### src/rtl/cic_interp.sv
// CIC interpolator: ORDER low-rate comb stages, zero-stuffing by 2^INTERP_BITS,
// then ORDER full-rate integrators. All arithmetic wraps modulo 2^O_WIDTH.
module cic_interp #(
   parameter int I_WIDTH     = 16,
   parameter int ORDER       = 3,
   parameter int INTERP_BITS = 5,
   localparam int O_WIDTH    = I_WIDTH + (ORDER - 1) * INTERP_BITS
) (
   input  logic                      i_clk,
   input  logic                      i_rst,
   input  logic                      i_en,
   input  logic signed [I_WIDTH-1:0] i_data,
   output logic                      o_ack,
   output logic signed [O_WIDTH-1:0] o_data,
   output logic                      o_clk
);

   logic [INTERP_BITS-1:0]    r_ph;
   logic signed [O_WIDTH-1:0] r_d [ORDER];
   logic signed [O_WIDTH-1:0] r_a [ORDER];
   logic signed [O_WIDTH-1:0] r_s;
   logic signed [O_WIDTH-1:0] w_x [ORDER+1];
   logic                      w_tick;

   assign w_tick = i_en & (r_ph == '0);

   // w_x[k+1] is comb stage k's output; w_x[ORDER] feeds the zero-stuffer
   always_comb begin
      w_x[0] = O_WIDTH'(i_data);
      for (int k = 0; k < ORDER; k++) begin
         w_x[k+1] = w_x[k] - r_d[k];
      end
   end

   always_ff @(posedge i_clk) begin
      if (i_rst) begin
         r_ph <= '0;
         r_s  <= '0;
         for (int k = 0; k < ORDER; k++) begin
            r_d[k] <= '0;
            r_a[k] <= '0;
         end
      end else if (i_en) begin
         r_ph <= r_ph + INTERP_BITS'(1);
         r_s  <= w_tick ? w_x[ORDER] : '0;
         if (w_tick) begin
            for (int k = 0; k < ORDER; k++) begin
               r_d[k] <= w_x[k];
            end
         end
         r_a[0] <= r_a[0] + r_s;
         for (int k = 1; k < ORDER; k++) begin
            r_a[k] <= r_a[k] + r_a[k-1];
         end
      end
   end

   assign o_ack  = w_tick;
   assign o_data = r_a[ORDER-1];
   assign o_clk  = r_ph[INTERP_BITS-1];

endmodule

### config.mk
export PLATFORM = sky130hd
export DESIGN_NAME = cic_interp
export DESIGN_NICKNAME = d
export VERILOG_FILES = /design/src/rtl/cic_interp.sv
export SDC_FILE = /design/constraint.sdc
export NUM_CORES = 1
export LEC_CHECK = 0
export CELL_PAD_IN_SITES_DETAIL_PLACEMENT = 1
export CELL_PAD_IN_SITES_GLOBAL_PLACEMENT = 1
export CORE_MARGIN = 3
export CORE_UTILIZATION = 38
export CTS_CLUSTER_DIAMETER = 50
export DETAILED_ROUTE_END_ITERATION = 12
export DONT_BUFFER_PORTS = 1
export PLACE_DENSITY = 0.72
export SLEW_MARGIN = 20
export SYNTH_ARGS = -nofsm -noshare
export SYNTH_HDL_FRONTEND = slang
export SYNTH_SLANG_ARGS = --single-unit
export TNS_END_PERCENT = 5
### constraint.sdc
create_clock -name i_clk -period 7.2 [get_ports i_clk]
set_clock_uncertainty 0.1 [all_clocks]
set_input_delay 0.72 -clock i_clk [delete_from_list [all_inputs] [get_ports i_clk]]
set_output_delay 0.72 -clock i_clk [all_outputs]
set_load 0.02 [all_outputs]
==> impl_metrics.env, run 1 <==
export IMPL_ant_nets=0
export IMPL_p_leak_uw=0.00610
export IMPL_wirelength_um=27500
export IMPL_cp_required_ns=7.41
export IMPL_critPathMaxStageDelay_ns=0.48
export IMPL_status="completed"
export IMPL_yosys_top_cells_area="edfxtp_1 33%, ha_1 14%, dfxtp_1 4.7%, a21o_1 4.0%, xnor2_1 3.9%"
export IMPL_max_freq_mhz=154
export IMPL_io_pins=47
export IMPL_ys_ff_latch=177
export IMPL_root_buffer="clkbuf_16"
export IMPL_first_iter_violations=298
export IMPL_yosysWarnings=0
export IMPL_cts_buffers=17
export IMPL_crit_type="in -> reg"
export IMPL_arrival_ns=6.69
export IMPL_maxCapViolations=0
export IMPL_gp_congestion=0.856
export IMPL_grt_ovfl_total=0
export IMPL_synth_area_mm2=0.0131
export IMPL_std_cell_rows=67
export IMPL_dp_slack_ns=0.281
export IMPL_power_density_mw_per_mm2=351
export IMPL_antenna_found_initial=0
export IMPL_cts_setup_buffers=0
export IMPL_worst_slew_margin_rel_pct=33.1
export IMPL_synthAdderAreaFrac_pct=14.6
export IMPL_synth_compound_area_share_pct=19.2
export IMPL_drv_slew=0
export IMPL_dr_pass1_iters=4
export IMPL_synth_xor_area_share_pct=7.15
export IMPL_ys_flop_type="edfxtp_1"
export IMPL_drive_gt1_share_pct=4.63
export IMPL_syn_nets=1542
export IMPL_critPathMaxFanout=7
export IMPL_grt_pass1_wl_um=47000
export IMPL_nets=1516
export IMPL_worstSetupStartpointType="input pin"
export IMPL_grt_max_degree=80
export IMPL_crit_top_cell="a21o_1"
export IMPL_finalCritPeriodShare_pct=90.0
export IMPL_first_global_vias=9940
export IMPL_drc=0
export IMPL_synthCells=1374
export IMPL_die_y_um=192
export IMPL_initial_utilization_pct=38.8
export IMPL_ys_seq_area_share_pct=38.2
export IMPL_vias=9592
export IMPL_clock_latency_ns=0.44
export IMPL_core_mm2=0.0338
export IMPL_layout_commonest_cell="edfxtp_1"
export IMPL_worst_slew_pin_slew_ns=1.00
export IMPL_die_x_um=192
export IMPL_syn_to_final_growth_pct=6.55
export IMPL_syn_area_per_cell_um2=9.54
export IMPL_viasPerCell=5.30
export IMPL_hold_class="in -> reg"
export IMPL_finalSetupViolCount=0
export IMPL_async_reset_ff_share_pct=0
export IMPL_yosys_area_top_type_share_pct=33.4
export IMPL_cts_hold_repair_buffers=0
export IMPL_synth_distinct_cells=72
export IMPL_slowest_stage="or4_4"
export IMPL_antennaDiodeCount=0
export IMPL_hpwl_um=20800
export IMPL_rsz0062_at_grt="no"
export IMPL_tns_ns=0
export IMPL_synth_edf_count=146
export IMPL_hold_violations=0
export IMPL_ctsResizeCount=0
export IMPL_htreeDepth=4
export IMPL_cts_tree="built"
export IMPL_crit_path_end_kind="flip-flop"
export IMPL_port_buffers=0
export IMPL_layout_common_cells="146 x edfxtp_1, 143 x ha_1, 127 x nor2_1, 106 x inv_1, 89 x a21oi_1"
export IMPL_synth_top_family_by_area="compound AO/OA/AOI/OAI gates"
export IMPL_clkSinkCount=177
export IMPL_grt_usage_pct=15.4
export IMPL_clockBufferDepth=2
export IMPL_yosys_area_top_type="edfxtp_1"
export IMPL_ir_drop_mv=0.192
export IMPL_synth_simple_gate_area_share_pct=15.4
export IMPL_fin_ws_ns=0.721
export IMPL_avgRoutedWirePerCell_um=15.2
export IMPL_synth_mux_area_share_pct=0.0763
export IMPL_cts_clk_slew_worst_paths_ns=0.07
export IMPL_fin_crit_ns=6.48
export IMPL_floorplan_die_area_mm2=0.0368
==> where the power goes <==
group | internal, uW | total, uW | switching (uW)
registers | 1330 | 1460 | 131
clock network | 461 | 878 | 418
logic | 1120 | 2570 | 1460
==> path summary, 6_finish.rpt <==
kind	startpoint	end	slack, ns	cells past startpoint
max	i_data[0]	r_s[25]	0.72	32
min reg2reg	r_s[8]	r_s[8]	0.36	2
max reg2reg	r_d[0][0]	r_s[25]	0.74	31
min	i_rst	r_ph[2]	0.24	1
==> critical path: cells and delay by family <==
| family | cells | cell delay, ns |
|---|---|---|
| buffers and inverters | 1 | 0.06 |
| adders and majority gates | 4 | 1.12 |
| and+or+nand+nor | 6 | 1.15 |
| AOI/OAI and AO/OA | 19 | 3.30 |
| xor gates and xnor gates | 2 | 0.32 |
==> metal layers <==
layer | vias to the layer above | GRT usage (%) | share of wire [%]
met5 | - | 0 | 0
met4 | 0 | 3.98 | 1.4
met3 | 26 | 2.48 | 2.0
met2 | 88 | 27.3 | 49
met1 | 4596 | 19.4 | 48
li1 | 4882 | - | -
==> state kept, by name (all words and copies together) (netlist names) <==
register,flops
r_a,78
r_d,68
r_s,26
r_ph,5
==> logic make-up after synthesis <==
kind of cell,count (synthesis)
compound gates,376
fa+ha+maj,149
xor+xnor,107
simple gates,406
flops,177
buf+inv,158
mux,1
==> layout make-up <==
cell class,instances,area (um^2)
flip-flops and latches,177,5000
repair buffers,6,45.0
well taps,448,561
clock inverters,11,95.1
clock buffers,21,450
multi-input cells,1039,7420
inverters,107,402
fillers,3851,19800
==> cells in the mapped netlist (all sizes together) (3+ instances only) <==
| cell type | count |
|---|---|
| a211oi | 14 |
| a21boi | 4 |
| a21o | 69 |
| a21oi | 89 |
| a22o | 3 |
| a31oi | 19 |
| and2 | 61 |
| and3 | 15 |
| and4 | 4 |
| buf | 30 |
| clkbuf | 21 |
| dfxtp | 31 |
| edfxtp | 146 |
| fa | 6 |
| ha | 143 |
| inv | 107 |
| nand2 | 71 |
| nand2b | 21 |
| nand3 | 18 |
| nand4 | 11 |
| nor2 | 128 |
| nor2b | 21 |
| nor3 | 25 |
| nor4 | 8 |
| o2111a | 6 |
| o2111ai | 3 |
| o211ai | 5 |
| o21a | 27 |
| o21ai | 81 |
| o21bai | 11 |
| o22ai | 6 |
| o31a | 8 |
| o31ai | 7 |
| o41ai | 3 |
| or2 | 8 |
| or3 | 8 |
| xnor2 | 58 |
| xor2 | 49 |
==> per-stage QoR <==
stage,instances,hold slack (ns),utilization [%],cell area [um^2],power [uW]
2_1_floorplan,1374,0.332,-,13100,3550
3_3_place_gp,1777,0.349,39.7,13400,3950
3_5_place_dp,1777,0.351,39.7,13400,4050
4_1_cts,1809,0.214,41.4,14000,4950
5_1_grt,1809,0.205,41.4,14000,5360
6_report,1809,0.239,41.4,14000,4910
(Power assumes the default switching activity.)
==> run 2, diff against run 1 <==
--- a/config.mk
+++ b/config.mk
@@ -5,14 +5,12 @@
 export SDC_FILE = /design/constraint.sdc
 export NUM_CORES = 1
 export LEC_CHECK = 0
-export CELL_PAD_IN_SITES_DETAIL_PLACEMENT = 1
-export CELL_PAD_IN_SITES_GLOBAL_PLACEMENT = 1
 export CORE_MARGIN = 3
 export CORE_UTILIZATION = 38
 export CTS_CLUSTER_DIAMETER = 50
 export DETAILED_ROUTE_END_ITERATION = 12
 export DONT_BUFFER_PORTS = 1
-export PLACE_DENSITY = 0.72
+export PLACE_DENSITY = 0.61
 export SLEW_MARGIN = 20
 export SYNTH_ARGS = -nofsm -noshare
 export SYNTH_HDL_FRONTEND = slang
==> run 2 against run 1 <==
  * Cell area grew 0.17%
  * First-iteration DRC count grew 36%
  * Die area is the same
  * Global-route usage shrank 2.1 points
  * Worst hold slack lost 0.0044 ns
  * Cell count is the same
  * Via count shrank 5.0%
  * Clock-buffer cell count shrank 4
  * Highest routed layer unchanged
==> impl_metrics.env, run 2 (synthesized netlist as in run 1, its figures left out) <==
export IMPL_routed_wl_met2_um=10700
export IMPL_io_pins=47
export IMPL_cts_setup_buffers=0
export IMPL_hold_violations=0
export IMPL_core_mm2=0.0338
export IMPL_fin_ws_ns=0.750
export IMPL_crit_type="in -> reg"
export IMPL_wirelength_um=23800
export IMPL_layout_commonest_cell="edfxtp_1"
export IMPL_maxCapViolations=0
export IMPL_die_y_um=192
export IMPL_avgRoutedWirePerCell_um=13.1
export IMPL_worst_slew_pin_slew_ns=1.02
export IMPL_total_power_uw=4850
export IMPL_dr_pass1_iters=5
export IMPL_arrival_ns=6.66
export IMPL_nets=1516
export IMPL_first_global_vias=8873
export IMPL_holdWs_ns=0.235
export IMPL_critPathMaxStageDelay_ns=0.48
export IMPL_tns_ns=0
export IMPL_floorplan_die_area_mm2=0.0368
export IMPL_std_cell_rows=67
export IMPL_crit_path_end_kind="flip-flop"
export IMPL_htreeDepth=4
export IMPL_worst_slew_margin_rel_pct=32.1
export IMPL_initial_utilization_pct=38.8
export IMPL_status="completed"
export IMPL_crit_top_cell="a21o_1"
export IMPL_viasPerCell=5.04
export IMPL_grt_pass1_wl_um=40800
export IMPL_finalCritPeriodShare_pct=89.6
export IMPL_port_buffers=0
export IMPL_drv_slew=0
export IMPL_drive_gt1_share_pct=4.85
export IMPL_cts_buffers=17
export IMPL_cp_required_ns=7.41
export IMPL_max_freq_mhz=155
export IMPL_dp_slack_ns=0.325
export IMPL_grt_max_degree=80
export IMPL_antenna_found_initial=0
export IMPL_power_density_mw_per_mm2=346
export IMPL_worstSetupStartpointType="input pin"
export IMPL_layout_common_cells="146 x edfxtp_1, 143 x ha_1, 127 x nor2_1, 106 x inv_1, 89 x a21oi_1"
export IMPL_m1WireLength_um=12000
export IMPL_drc=0
export IMPL_critPathMaxFanout=7
export IMPL_dr_wl_met3_um=753
export IMPL_top_regs="r_a (78), r_d (68), r_s (26)"
export IMPL_slowest_stage="or4_4"
export IMPL_ant_nets=0
export IMPL_cts_clk_slew_worst_paths_ns=0.08
export IMPL_fin_crit_ns=6.45
export IMPL_rsz0062_at_grt="no"
export IMPL_p_leak_uw=0.00611
export IMPL_grt_usage_pct=13.3
export IMPL_root_buffer="clkbuf_16"
export IMPL_antennaDiodeCount=0
export IMPL_clkSinkCount=177
export IMPL_vias=9113
export IMPL_largest_register_ffs=78
export IMPL_clock_latency_ns=0.44
export IMPL_first_iter_violations=404
export IMPL_top_register="r_a"
export IMPL_ctsResizeCount=0
export IMPL_hold_class="in -> reg"
export IMPL_cts_tree="built"
export IMPL_ir_drop_mv=0.230
export IMPL_cts_hold_repair_buffers=0
export IMPL_grt_ovfl_total=0
export IMPL_finalSetupViolCount=0
export IMPL_top_layer_used="met4"
export IMPL_hpwl_um=17600
export IMPL_die_x_um=192
export IMPL_gp_congestion=0.904
export IMPL_clockBufferDepth=2
export IMPL_syn_to_final_growth_pct=6.74
[run 2: cell count changes in the layout (fill, tap and decap cells not counted)]
cell	delta
clkbuf_1	-3
clkinv_2	+2
clkinv_8	+2
clkinv_4	-2
inv_6	+3
inv_4	-1
inv_8	+1
clkinvlp_4	-1
clkbuf_8	-1
[run 2: through the flow]
| stage | cell area, um^2 | instances | utilization (%) |
|---|---|---|---|
| floorplan | 13100 | 1374 | - |
| detailed placement | 13400 | 1777 | 39.7 |
| CTS | 14000 | 1809 | 41.4 |
| global placement | 13400 | 1777 | 39.7 |
| global route | 14000 | 1809 | 41.4 |
| finish | 14000 | 1809 | 41.4 |
[run 2: final cells by class]
type	count	area (um^2)
inverters	107	402
well taps	448	561
flip-flops and latches	177	5000
fillers	3256	19800
multi-input cells	1039	7420
repair buffers	6	45.0
clock inverters	15	144
clock buffers	17	425
[run 2: path summary, 6_finish.rpt]
path              from       to  slack, ns  depth (start not counted)
min              i_rst  r_ph[3]       0.23                          1
max          i_data[0]  r_s[25]       0.75                         32
max reg2reg  r_d[0][0]  r_s[25]       0.77                         31
min reg2reg     r_s[7]   r_s[7]       0.36                          2
[run 2: routing by layer]
metal	vias to the layer above	global-route usage [%]
met1	4058	17.5
li1	4902	-
met4	0	3.92
met2	132	22.2
met3	21	2.63
met5	-	0
[run 2: critical path, delay by kind of cell]
kind	cells	cell delay (ns)
adders and majority gates	4	1.11
AOI/OAI and AO/OA	19	3.29
and+or+nand+nor	6	1.15
buffers and inverters	1	0.06
xor gates and xnor gates	2	0.33
[run 2: power by group]
part / internal, uW / total, uW / switching, uW
combinational: 1110 / 2500 / 1390
clock: 460 / 898 / 437
sequential: 1320 / 1450 / 129
total: 2890 / 4850 / 1960
==> run 3, diff against run 2 <==
--- a/config.mk
+++ b/config.mk
@@ -5,6 +5,7 @@
 export SDC_FILE = /design/constraint.sdc
 export NUM_CORES = 1
 export LEC_CHECK = 0
+export CORE_ASPECT_RATIO = 1.25
 export CORE_MARGIN = 3
 export CORE_UTILIZATION = 38
 export CTS_CLUSTER_DIAMETER = 50
==> run 3 against run 2 <==
  * Largest power group unchanged
  * Worst hold slack improved by 0.025 ns
  * Sequential cell count unchanged
  * Register-to-register slack got worse by 0.03 ns
  * Total power increased by 0.36%
  * Non-clock buffer count unchanged
  * Cell area decreased by 0.22%
  * Fmax decreased by 0.75%
  * Setup slack got worse by 0.049 ns
  * Global-route usage increased by 0.27 points
  * Sequential power about the same
  * Highest routed layer unchanged
==> impl_metrics.env, run 3 (synthesized netlist as in run 1, its figures left out) <==
export IMPL_floorplan_die_area_mm2=0.0368
export IMPL_dp_slack_ns=0.276
export IMPL_dr_pass1_iters=5
export IMPL_crit_path_end_kind="flip-flop"
export IMPL_first_global_vias=9203
export IMPL_clockBufferDepth=2
export IMPL_p_seq_share_pct=29.8
export IMPL_grt_usage_pct=13.6
export IMPL_grt_pass1_wl_um=41800
export IMPL_cts_hold_repair_buffers=0
export IMPL_fin_crit_ns=6.50
export IMPL_worst_slew_margin_rel_pct=34.3
export IMPL_core_mm2=0.0338
export IMPL_layout_commonest_cell="edfxtp_1"
export IMPL_rsz0062_at_grt="no"
export IMPL_ir_drop_mv=0.170
export IMPL_cts_setup_buffers=0
export IMPL_cts_tree="built"
export IMPL_status="completed"
export IMPL_ant_nets=0
export IMPL_drive_gt1_share_pct=4.34
export IMPL_worst_slew_pin_slew_ns=0.985
export IMPL_worstSetupStartpointType="input pin"
export IMPL_cts_buffers=17
export IMPL_swShare_pct=38.9
export IMPL_initial_utilization_pct=38.8
export IMPL_power_density_mw_per_mm2=348
export IMPL_p_leak_uw=0.00609
export IMPL_antenna_found_initial=0
export IMPL_internal_power_uw=2970
export IMPL_p_comb_share_pct=51.1
export IMPL_maxCapViolations=0
export IMPL_viasPerCell=5.14
export IMPL_clkSinkCount=177
export IMPL_critPathMaxStageDelay_ns=0.48
export IMPL_top_register="r_a"
export IMPL_layout_common_cells="146 x edfxtp_1, 143 x ha_1, 127 x nor2_1, 106 x inv_1, 89 x a21oi_1"
export IMPL_finalCritPeriodShare_pct=90.3
export IMPL_crit_top_cell="a21o_1"
export IMPL_crit_type="in -> reg"
export IMPL_first_iter_violations=338
export IMPL_avgRoutedWirePerCell_um=13.2
export IMPL_largest_register_ffs=78
export IMPL_critPathMaxFanout=7
export IMPL_hold_class="in -> reg"
export IMPL_antennaDiodeCount=0
export IMPL_wirelength_um=23600
export IMPL_gp_congestion=0.866
export IMPL_p_switching_uw=1890
export IMPL_top_regs="r_a (78), r_d (68), r_s (26)"
export IMPL_htreeDepth=4
export IMPL_io_pins=47
export IMPL_grt_max_degree=80
export IMPL_die_x_um=172
export IMPL_std_cell_rows=75
export IMPL_die_y_um=214
export IMPL_drc=0
export IMPL_hold_violations=0
export IMPL_root_buffer="clkbuf_16"
export IMPL_fin_ws_ns=0.701
export IMPL_finalSetupViolCount=0
export IMPL_hpwl_um=17500
export IMPL_clkPwrFrac_pct=19.1
export IMPL_slowest_stage="or4_4"
export IMPL_syn_to_final_growth_pct=6.51
export IMPL_ctsResizeCount=0
export IMPL_n_fill_cell=3249
export IMPL_grt_ovfl_total=0
export IMPL_cts_clk_slew_worst_paths_ns=0.06
export IMPL_port_buffers=0
export IMPL_drv_slew=0
export IMPL_clock_latency_ns=0.43
export IMPL_max_freq_mhz=154
export IMPL_arrival_ns=6.69
export IMPL_cp_required_ns=7.39
export IMPL_nets=1516
export IMPL_tns_ns=0
export IMPL_vias=9158
==> run 3: per-stage QoR <==
stage / instances / util [%] / hold WS [ns] / total power [uW] / instance area [um^2]
floorplan: 1374 / - / 0.332 / 3550 / 13100
global placement: 1752 / 39.7 / 0.348 / 3910 / 13400
detailed placement: 1752 / 39.7 / 0.351 / 3950 / 13400
CTS: 1781 / 41.3 / 0.237 / 4900 / 14000
global route: 1781 / 41.3 / 0.237 / 5330 / 14000
finish: 1781 / 41.3 / 0.260 / 4870 / 14000
==> run 3: routing by layer <==
| metal | share of wire [%] | vias up | GRT usage, % |
|---|---|---|---|
| met5 | 0 | - | 0 |
| met4 | 1.1 | 0 | 3.55 |
| met3 | 2.8 | 14 | 2.60 |
| met2 | 50 | 114 | 24.6 |
| met1 | 46 | 4150 | 16.6 |
| li1 | - | 4880 | - |
==> run 3: final timing paths <==
| check | slack (ns) | to | depth (start not counted) | from |
|---|---|---|---|---|
| worst max register to register | 0.74 | r_s[25] | 30 | r_d[0][2] |
| worst min register to register | 0.36 | r_s[15] | 2 | r_s[15] |
| worst max-delay path | 0.70 | r_s[25] | 31 | i_data[0] |
| worst min-delay path | 0.26 | r_ph[4] | 1 | i_rst |
==> run 3: cell type report <==
| cell class | instances | area (um^2) | area share (%) |
|---|---|---|---|
| clock buffer | 20 | 437 | 3.13 |
| clock inverter | 9 | 134 | 0.959 |
| inverter | 107 | 402 | 2.88 |
| multi-input combinational | 1039 | 7420 | 53.1 |
| sequential | 177 | 5000 | 35.8 |
| tap | 423 | 529 | 3.79 |
| timing repair buffer | 6 | 45.0 | 0.322 |
==> run 3: worst max-delay path: cells and delay by family <==
kind            cells  cell delay [ns]
simple gates        5             0.95
buf+inv             1             0.06
xor+xnor            2             0.35
fa+ha+maj           4             1.11
compound gates     19             3.48
==> run 3: power groups by stage <==
| stage | clock network, uW | logic [uW] | registers (uW) |
|---|---|---|---|
| floorplan | 0 | 2140 | 1410 |
| global placement | 0 | 2440 | 1470 |
| detailed placement | 0 | 2480 | 1470 |
| CTS | 955 | 2500 | 1450 |
| global route | 1000 | 2850 | 1470 |
| finish | 929 | 2490 | 1450 |
